<file path="src/rtl/layer_pkg.sv">
// Shared types and helpers for the layer datapath blocks.
package layer_pkg;

  typedef enum logic [0:0] {
    IDLE   = 1'b0,
    STREAM = 1'b1
  } ser_state_t;

  function automatic int idx_width(input int n);
    return $clog2(n);
  endfunction

endpackage

</file>
<file path="src/rtl/reg_file.sv">
// Parallel-load register bank; every register loads from its own input when load is high.
module reg_file #(
  parameter int DATA_WIDTH = 24,
  parameter int NUM_REGS   = 20
) (
  input  logic                  clk,
  input  logic                  load,
  input  logic [DATA_WIDTH-1:0] din  [NUM_REGS],
  output logic [DATA_WIDTH-1:0] dout [NUM_REGS]
);

  genvar gi;
  generate
    for (gi = 0; gi < NUM_REGS; gi++) begin : g_cell
      logic [DATA_WIDTH-1:0] cell_reg;

      // Contents are deliberately not reset; the consumer ignores them until a load.
      always_ff @(posedge clk) begin
        if (load) begin
          cell_reg <= din[gi];
        end
      end

      assign dout[gi] = cell_reg;
    end
  endgenerate

endmodule

</file>
<file path="src/rtl/layer_serializer.sv">
// Captures a full layer vector on a single-cycle strobe and streams it out one element
// per beat under valid/ready flow control, flagging vectors that arrive while busy.
module layer_serializer
  import layer_pkg::*;
#(
  parameter int DATA_WIDTH = 24,
  parameter int NUM_NODES  = 20,
  localparam int IDX_W     = idx_width(NUM_NODES)
) (
  input  logic                  clk,
  input  logic                  rst,
  input  logic                  i_valid,
  input  logic [DATA_WIDTH-1:0] zin [NUM_NODES],
  output logic                  i_ready,
  output logic                  o_valid,
  input  logic                  o_ready,
  output logic [DATA_WIDTH-1:0] o_data,
  output logic [IDX_W-1:0]      o_idx,
  output logic                  o_last,
  output logic                  o_overflow
);

  localparam logic [IDX_W-1:0] LAST_IDX = IDX_W'(NUM_NODES - 1);

  ser_state_t            state_reg, state_next;
  logic [IDX_W-1:0]      idx_reg, idx_next;
  logic                  overflow_reg;
  logic                  capture;
  logic [DATA_WIDTH-1:0] vec_buf [NUM_NODES];

  reg_file #(
    .DATA_WIDTH (DATA_WIDTH),
    .NUM_REGS   (NUM_NODES)
  ) u_buf (
    .clk  (clk),
    .load (capture && !rst),
    .din  (zin),
    .dout (vec_buf)
  );

  assign o_valid    = (state_reg == STREAM);
  assign o_last     = o_valid && (idx_reg == LAST_IDX);
  // Accepting on the final beat lets vectors run back to back without a bubble.
  assign i_ready    = (state_reg == IDLE) || (o_last && o_ready);
  assign capture    = i_valid && i_ready;
  assign o_idx      = idx_reg;
  assign o_data     = vec_buf[idx_reg];
  assign o_overflow = overflow_reg;

  always_comb begin
    state_next = state_reg;
    idx_next   = idx_reg;
    if (capture) begin
      state_next = STREAM;
      idx_next   = '0;
    end else if (o_valid && o_ready) begin
      if (o_last) begin
        state_next = IDLE;
      end else begin
        idx_next = idx_reg + IDX_W'(1);
      end
    end
  end

  always_ff @(posedge clk) begin
    if (rst) begin
      state_reg    <= IDLE;
      idx_reg      <= '0;
      overflow_reg <= 1'b0;
    end else begin
      state_reg <= state_next;
      idx_reg   <= idx_next;
      if (i_valid && !i_ready) begin
        overflow_reg <= 1'b1;
      end
    end
  end

endmodule

</file>
<file path="config.mk">
export PLATFORM = sky130hd
export DESIGN_NAME = layer_serializer
export DESIGN_NICKNAME = d
export VERILOG_FILES = /design/src/rtl/layer_pkg.sv /design/src/rtl/reg_file.sv /design/src/rtl/layer_serializer.sv
export SDC_FILE = /design/constraint.sdc
export NUM_CORES = 1
export LEC_CHECK = 0
export ABC_AREA = 1
export CAP_MARGIN = 20
export CORE_MARGIN = 5
export CORE_UTILIZATION = 54
export DETAILED_ROUTE_END_ITERATION = 12
export PLACE_DENSITY_LB_ADDON = 0.15
export REMOVE_ABC_BUFFERS = 1
export SLEW_MARGIN = 10
export SYNTH_ARGS = -nofsm -noshare
export SYNTH_HDL_FRONTEND = slang
export SYNTH_SLANG_ARGS = --single-unit
</file>
<file path="constraint.sdc">
create_clock -name clk -period 61.8 [get_ports clk]
set_clock_uncertainty 0.15 [all_clocks]
set_input_delay 12.36 -clock clk [delete_from_list [all_inputs] [get_ports clk]]
set_output_delay 12.36 -clock clk [all_outputs]
set_load 0.01 [all_outputs]
</file>
# Word level (Yosys, flattened, before mapping)

Index checks and enable logic that the tools add are counted.

Bits in registers: 487
Input port bits: 484
Output and inout bits: 33
Word-level logic and storage cells: 49

$add $sub $neg: 1
Magnitude comparators: 1
Equality and inequality tests: 1
Multiplexer cells: 6
Bitwise operators: 3
Reductions and logical operators: 14

Operators by type and width:

| operator                                                       | number |
|---|---|
| 24-bit binary-select mux with 5-bit select                     | 1 |
| 24-bit two-way mux                                             | 2 |
| 6-bit >= comparator (second input constant)                    | 1 |
| 1-bit logical AND                                              | 6 |
| 5-bit NOT with 6-bit output                                    | 1 |
| 5-bit by 1-bit adder with 5-bit output (second input constant) | 1 |
| 5-bit equality test (second input constant)                    | 1 |
| 2-bit AND reduction                                            | 2 |
| 2-bit nonzero test                                             | 2 |
| 1-bit two-way mux                                              | 3 |
| 1-bit zero test                                                | 2 |
| 1-bit NOT                                                      | 2 |
| 2-bit OR reduction                                             | 1 |
| 1-bit logical OR                                               | 1 |

# Logic depth before layout (Yosys ltp)

Gate-level depths: netlist (run 1).

Word-level depth: 7
Mapped depth: 11
Depth with buffers taken out: 9

# Cells and area by module

Synthesis (run 1) repeated with hierarchy kept, for this count alone.

Cell total of the unflattened synthesis: 2000
Area total of the unflattened synthesis: 20857.5 um^2

Modules (own cells, without submodules):

| module           | times used | cells each | area an instance (um^2) | seq. area each (um^2) |
|---|---|---|---|---|
| reg_file         | 1          | 480        | 14413.8                 | 14413.8 |
| layer_serializer | 1          | 1520       | 6443.7                  | 140.1 |

# Worst setup path after synthesis (run 1)

OpenSTA, ideal clock, no wires.

Path type: input-to-reg
From: input port o_ready
To: register u_buf.g_cell[0].cell_reg[0], enable pin
Library setup time: 1.334 ns
Data arrival time: 32.553 ns
Required time: 60.316 ns
Setup slack: 27.763 ns
Stages: 4
Path buffers: 0
Cells stage by stage: inv_1 -> o21ai_2 -> nand2_1 -> nor2_1

Word-level cells in the longest chain between the ends: 4

RTL lines:

| element                | RTL line               | source |
|---|---|---|
| start: declaration     | layer_serializer.sv:16 | `input logic o_ready,` |
| 1-bit logical AND      | layer_serializer.sv:44 | `assign i_ready = (state_reg == IDLE) \|\| (o_last && o_ready);` |
| 1-bit logical OR       | layer_serializer.sv:44 |  |
| via i_ready            | layer_serializer.sv:14 | `output logic i_ready,` |
| 1-bit logical AND      | layer_serializer.sv:45 | `assign capture = i_valid && i_ready;` |
| 1-bit logical AND      | layer_serializer.sv:36 | `.load (capture && !rst),` |
| via u_buf.load         | reg_file.sv:7          | `input logic load,` |
| end signal: assignment | reg_file.sv:20         | `cell_reg <= din[gi];` |
| end: declaration       | reg_file.sv:15         | `logic [DATA_WIDTH-1:0] cell_reg;` |

The timed path passes the listed nets, and every way through them passes these cells.
A chain may end at the register's enable or synchronous reset.

# Worst setup path after layout (run 1)

From: input port o_ready
To: output port i_ready

Word-level cells in the longest chain between the ends: 2

RTL lines:

| element           | RTL line |
|---|---|
| 1-bit logical AND | layer_serializer.sv:44 |
| 1-bit logical OR  | layer_serializer.sv:44 |
| end: declaration  | layer_serializer.sv:14 |

No other way between the ends.

==> summary.md, run 1 <==
| Metric | Value |
|---|---|
| Tmin final | between 20,000 and 30,000 ps |
| IO Count | 517 |
| Compound-Gate Fraction of Synth Area | under 10% |
| Worst-margin pin slew | approximately 1100 ps |
| Reg2Reg Setup Slack | 56,500 ps |
| Met2 Wirelength | between 20 and 30 mm |
| DR WL/cell | around 20 microns |
| Drt drc | 0 |
| Yosys cell types | 25 |
| R2R Path Start | o_idx[1]$_SDFFE_PP0P_ |
| Worst setup EP type | output port |
| WP data arrival | 13,750 ps |
| FF-to-FF End | u_buf.g_cell[1].cell_reg[2]$_DFFE_PP_ |
| Port Buffer Count | ~520 |
| Chip Width | a little over 200 microns |
| Cell Pwr Density | 25.9 mW/mm^2 |
| CP dominant cell by count | clkdlybuf4s50_1 |
| Fmax | between 0.03 and 0.04 GHz |
| Highest metal used | met5 |
| Simple-gate portion of the synthesized area | 18.5% |
| Synthesized flop and latch total | about 490 |
| Die area | roughly 0.043 sq mm |
| Worst Path Max Fanout | 4 |
| Netlist Area Pre-Place | between 0.02 and 0.025 sq mm |
| GRT Total Usage | 27.4% |
| Min-delay src | o_overflow$_SDFFE_PP0P_ |
| Worst path required time | between 40,000 and 50,000 ps |
| Run status | complete, no violations |
| Final Cell Area | 0.0278 sq mm |
| Leading cell types in the layout, fill and taps excluded | nand2_1, clkdlybuf4s50_1, edfxtp_1 |
| R2R depth | 8 |
| Max-slew violations | 0 |
| Largest net degree at the start of global routing | roughly 190 |
| Post-DRT Antenna Nets | 0 |
| Worst Hold Class | flop to flop |
| TritonCTS clock tree | yes |
| CP Class | primary input to output port |
| GRT overflow | 0 |
| Vias in the first global route | around 16,000 |
| CTS Root Cell | clkbuf_16 |
| Cts hold-fix bufs | 0 |
| Via count | roughly 16,000 |
| Worst-Skew Late Latency | between 500 and 600 ps |
| Post-synthesis adder-cell area fraction | less than 1% |
| Met1 wire length | 21.8 mm |
| Largest family of logic cells by synthesized area | simple AND/OR/NAND/NOR gates |
| WHS Path Cells | 2 |
| Number of post-CTS setup repair buffers | 0 |
| Initial DRC count | about 1,300 |
| Core ar. | ~0.038 sq mm |
| Initial core utilization | 54.3% |
| P_leak | ~12 nW |
| Mean Syn Cell Area | a little over 10 sq um |
| CTS Buffer Depth | 3 |
| RD Place Congestion | ~0.83 |
| Clk slew on worst S/H paths | ~60 ps |
| Syn-to-layout area delta | 33.5% |
| Post-synthesis mux area share | 0% |
| Met3 routed WL | 6.17 mm |
| YS warnings | 0 |
| First-pass GRT wire length | about 88 mm |
| Num Clock Sinks | approximately 490 |
| Post-DP HPWL | between 30 and 40 mm |
| Initial antenna violation count | 31 |
| Crit path largest cell delay | around 600 ps |
| Critical path cell sequence | clkdlybuf4s50_1 > inv_1 > o21ai_2 > clkdlybuf4s50_1 |
| RSZ-0062 raised after global routing | no |
| Headroom to the max-slew limit | 25.3% |
| Fin. Hold Viols | 0 |
| Synth Area in XOR/XNOR | less than 1% |
| Post-synthesis sequential area ratio | between 60% and 70% |
| Post-Route WL | approximately 60 mm |
| Chip height | between 200 and 250 microns |
| Leading cell type in the layout, fill and taps excluded | nand2_1 |
| Crit share post-route | between 40 and 50% |
| Hold endpoint | o_overflow$_SDFFE_PP0P_ |
| TritonCTS Buffers | 49 |
| Post-Syn Instances | 2,003 |
| Area after DPL | approximately 0.026 sq mm |
| Slowest CP cell | clkdlybuf4s50_1 |
| H-tree depth | 2 |
| Vias per std cell | 5.09 |
| Layout cell share with drive strength beyond 1 | approximately 3.2% |
| Post-Route Setup TNS | 0 ps |
| Post-CTS sizing | 0 |
| Final setup fails | 0 |
| MaxCap Viol Count | 0 |
| Initial DRT Pass Iterations | 5 |
| Final nets | just under 3,000 |
| Setup crit start kind | primary input |
| WP buf/inv | 3 |
| Cell family with most CP delay | buffers and inverters |
| Cell Rows | between 70 and 80 |
| Worst IR drop on VDD | around 0.026 mV |
| Max reg flops | 480 |
==> worst max path at each step <==
stage | endpoint | start | depth (start not counted) | slack, ps
after floorplan | u_buf.g_cell[0].cell_reg[0]$_DFFE_PP_ | o_ready | 4 | 27760
after global placement | i_ready | o_ready | 4 | 35540
after detailed placement | i_ready | o_ready | 4 | 35550
after CTS | i_ready | o_ready | 4 | 35550
after global routing | i_ready | o_ready | 4 | 35480
final | i_ready | o_ready | 4 | 35540
==> power breakdown <==
| group | switching, mW | internal [mW] |
|---|---|---|
| combinational | 0.0283 | 0.0369 |
| sequential | 0.00363 | 0.378 |
| clock | 0.119 | 0.153 |
==> routing by layer <==
layer / vias to the layer above / track usage (%)
li1: 7407 / -
met1: 7373 / 32.8
met2: 659 / 46.0
met3: 145 / 8.30
met4: 22 / 12.5
met5: - / 0
==> worst register-to-register path, stage by stage (launching register included) <==
cell,delay (ps)
dfxtp_4,350
buf_4,790
ha_1,410
nand3_2,230
o21ai_2,220
nand2_1,180
nor2_4,550
buf_4,920
buf_4,990
==> layout make-up <==
class	count	area, sq um
diodes	26	65.1
clock buffers	63	1280
fillers	2697	10600
flip-flops and latches	487	14600
inverters	352	1330
repair buffers	529	5300
clock inverters	21	135
well taps	518	648
multi-input cells	1072	4470
==> through the flow <==
stage               worst slack [ps]  total power [mW]  hold slack [ps]  std cells  util [%]
global route                   35480             0.742              338       3060      72.4
finish                         35540             0.719              303       3068      72.4
CTS                            35550             0.724              302       3042      72.2
detailed placement             35550             0.454              293       2958      68.6
floorplan                      27760             0.422              318       1911         -
global placement               35540             0.451              291       2956      68.5
==> cells in the mapped netlist, drive strengths merged <==
cell    count  share of area, %
nand4       1             0.030
dfxtp       7              0.67
nand2     731                13
o21ai      73               1.8
ha          1             0.060
xor2        4              0.17
nor2       63               1.2
a21oi       3             0.072
o22ai      24              0.72
edfxtp    480                69
inv       352               6.4
a31oi       1             0.030
buf        70               2.0
nand3     171               4.1
clkbuf     22              0.40
==> logic make-up after synthesis <==
kind of cell               count (synthesis)
and+or+nand+nor                          966
DFF                                      487
buffers and inverters                    444
AOI/OAI and AO/OA                        101
xor gates and xnor gates                   4
adders and majority gates                  1
No activity file was read; power rests on OpenSTA's default activity.
==> run 2, diff against run 1 <==
--- a/config.mk
+++ b/config.mk
@@ -8,7 +8,7 @@
 export ABC_AREA = 1
 export CAP_MARGIN = 20
 export CORE_MARGIN = 5
-export CORE_UTILIZATION = 54
+export CORE_UTILIZATION = 50
 export DETAILED_ROUTE_END_ITERATION = 12
 export PLACE_DENSITY_LB_ADDON = 0.15
 export REMOVE_ABC_BUFFERS = 1
==> constraint.sdc (replaced) <==
create_clock -name clk -period 25.2 [get_ports clk]
set_clock_uncertainty 0.15 [all_clocks]
set_input_delay 5.04 -clock clk [delete_from_list [all_inputs] [get_ports clk]]
set_output_delay 5.04 -clock clk [all_outputs]
set_load 0.01 [all_outputs]
==> run 2 against run 1 <==
First-iteration DRC count is 8.4% higher. Worst hold slack better by 16 ps. Sequential share of layout area is 0.23 points lower. Final cell count is 0.39% higher. Via count is 0.65% lower. Global-route usage is 2.1 points lower. Register-to-register slack worse by 38000 ps. Critical endpoint unchanged.
==> summary.md, run 2 (synthesized netlist as in run 1, its figures left out) <==
| Metric | Value |
|---|---|
| Initial DRC count | 1,430 (+8.4%) |
| Num Clock Sinks | 487 (unchanged) |
| Drt drc | 0 (unchanged) |
| RD Place Congestion | 0.833 (about the same) |
| R2R Path Start | o_idx[1]$_SDFFE_PP0P_ |
| Post-DRT Antenna Nets | 0 (unchanged) |
| Met1 Usage GRT | 31.2% (-1.6 points) |
| TritonCTS clock tree | yes |
| Fmax | a little under 0.09 GHz |
| Cell Pwr Density | 65.1 mW/mm^2 (+150%) |
| WP data arrival | 6340 ps (-7410 ps) |
| Chip height | 214 microns (+3.7%) |
| Worst setup EP type | output port |
| GRT overflow | 0 (unchanged) |
| Non-filler instance count after layout | 3,080 (+0.39%) |
| Number of post-CTS setup repair buffers | 0 (unchanged) |
| Initial core utilization | 50.8% (-3.5 points) |
| Met2 usage in global routing | 42.5% (-3.5 points) |
| Grt peak-use layer | met2 |
| H-tree depth | 2 (unchanged) |
| Via count | 15,500 (-0.65%) |
| RSZ-0062 raised after global routing | no |
| Cell Rows | 74 (+2.8%) |
| Leading cell type in the layout, fill and taps excluded | nand2_1 |
| Post-Route WL | 59.8 mm (-1.2%) |
| Final Total Pwr | 1.82 mW (+150%) |
| Worst Path Max Fanout | 4 (unchanged) |
| Vias per std cell | 5.03 (-1.0%) |
| Largest net degree at the start of global routing | 171 (-12%) |
| Max-slew violations | 0 (unchanged) |
| Worst path required time | 20,010 ps (-29,280 ps) |
| Chip Width | 214 microns (+3.7%) |
| Max reg flops | 480 (unchanged) |
| Fin. Hold Viols | 0 (unchanged) |
| Syn-to-layout area delta | 34.1% |
| Die area | 0.0458 sq mm (+7.6%) |
| Layout cell share with drive strength beyond 1 | 3.60% (+0.35 points) |
| Leading cell types in the layout, fill and taps excluded | nand2_1, clkdlybuf4s50_1, edfxtp_1 |
| TritonCTS Buffers | 50 (+2.0%) |
| Post-DP HPWL | 38.9 mm (-2.6%) |
| Final nets | 2,976 (unchanged) |
| Min-delay src | o_overflow$_SDFFE_PP0P_ |
| Post-Route Setup TNS | 0 ps (unchanged) |
| Fill count | 3,072 (+14%) |
| MaxCap Viol Count | 0 (unchanged) |
| Worst IR drop on VDD | 0.0588 mV (+120%) |
| Dpl cells | 2,971 (+0.44%) |
| Pre-CTS setup slack | 13,670 ps (-21,880 ps) |
| CTS Buffer Depth | 3 (unchanged) |
| GRT Total Usage | 25.3% (-2.1 points) |
| Initial DRT Pass Iterations | 5 (unchanged) |
| Run status | complete, no violations |
| IO Count | 517 (unchanged) |
| Core ar. | 0.0410 sq mm (+6.9%) |
| Vias in the first global route | 15,400 (-2.0%) |
| Worst-Skew Late Latency | 590 ps (+20 ps) |
| Final setup fails | 0 (unchanged) |
| Clk slew on worst S/H paths | 60 ps (about the same) |
| Setup crit start kind | primary input |
| Crit path launch | o_ready |
| Worst Hold Class | flop to flop |
| P_leak | 11.7 nW (+0.57%) |
| Tmin final | approximately 12,000 ps |
| Headroom to the max-slew limit | 23.6% (-1.7 points) |
| Global-route met3 utilization | 8.27% (-0.027 points) |
| Cts hold-fix bufs | 0 (unchanged) |
| Final WS setup | 13,670 ps (-21,870 ps) |
| Crit share post-route | between 40% and 50% |
| First-pass GRT wire length | 88.9 mm (+1.4%) |
| CTS Root Cell | clkbuf_16 |
| Port Buffer Count | 516 (unchanged) |
| Post-CTS sizing | 0 (unchanged) |
| CP Class | primary input to output port |
| Worst-margin pin slew | 1140 ps (+22.6 ps) |
| Initial antenna violation count | 33 (+6.5%) |
| DR WL/cell | 19.4 microns (-1.6%) |
[run 2: changes by cell type in the layout (fill, tap and decap cells not counted), moves of 2 or more]
cell       previous run  this run
buf_12                3         1
bufinv_16             2         5
clkbuf_1             14        21
clkinv_1             16         7
clkinv_2              3         5
diode_2              26        17
inv_6                 0         3
[run 2: layer usage]
metal  wire length (microns)  share of wire, %
met5                     183              0.31
met4                    1990               3.3
met3                    5750               9.6
met2                   29200                49
met1                   22700                38
[run 2: area by class of cell]
| class | instances | area, sq um | area share (%) |
|---|---|---|---|
| flip-flops and latches | 487 | 14600 | 52.2 |
| diodes | 17 | 42.5 | 0.152 |
| well taps | 532 | 666 | 2.38 |
| clock buffers | 71 | 1330 | 4.76 |
| inverters | 352 | 1330 | 4.77 |
| clock inverters | 21 | 244 | 0.874 |
| repair buffers | 528 | 5270 | 18.9 |
| multi-input cells | 1072 | 4470 | 16.0 |
[run 2: metrics by stage]
| stage | utilization [%] | hold WS, ps | instance area (sq um) |
|---|---|---|---|
| after floorplan | - | 318 | 20300 |
| after global placement | 64.1 | 291 | 26300 |
| after detailed placement | 64.1 | 307 | 26300 |
| after CTS | 67.9 | 313 | 27900 |
| after global routing | 68.0 | 321 | 27900 |
| final | 68.1 | 318 | 27900 |
[run 2: power breakdown]
group | internal (mW) | switching (mW) | total (mW)
Combinational | 0.0903 | 0.0688 | 0.159
Sequential | 0.927 | 0.00752 | 0.934
Clock | 0.419 | 0.303 | 0.722
Total | 1.44 | 0.379 | 1.82
[run 2: final timing paths]
| check | cells after the start | to | slack, ps |
|---|---|---|---|
| min | 2 | o_overflow$_SDFFE_PP0P_ | 320 |
| max reg2reg | 9 | u_buf.g_cell[2].cell_reg[16]$_DFFE_PP_ | 18720 |
| max | 4 | i_ready | 13670 |
| min reg2reg | 2 | o_overflow$_SDFFE_PP0P_ | 320 |
[run 2: critical path, cell delays in order]
cell and delay (ps):
clkdlybuf4s50_1 520, inv_1 70, o21ai_2 150, clkdlybuf4s50_1 560
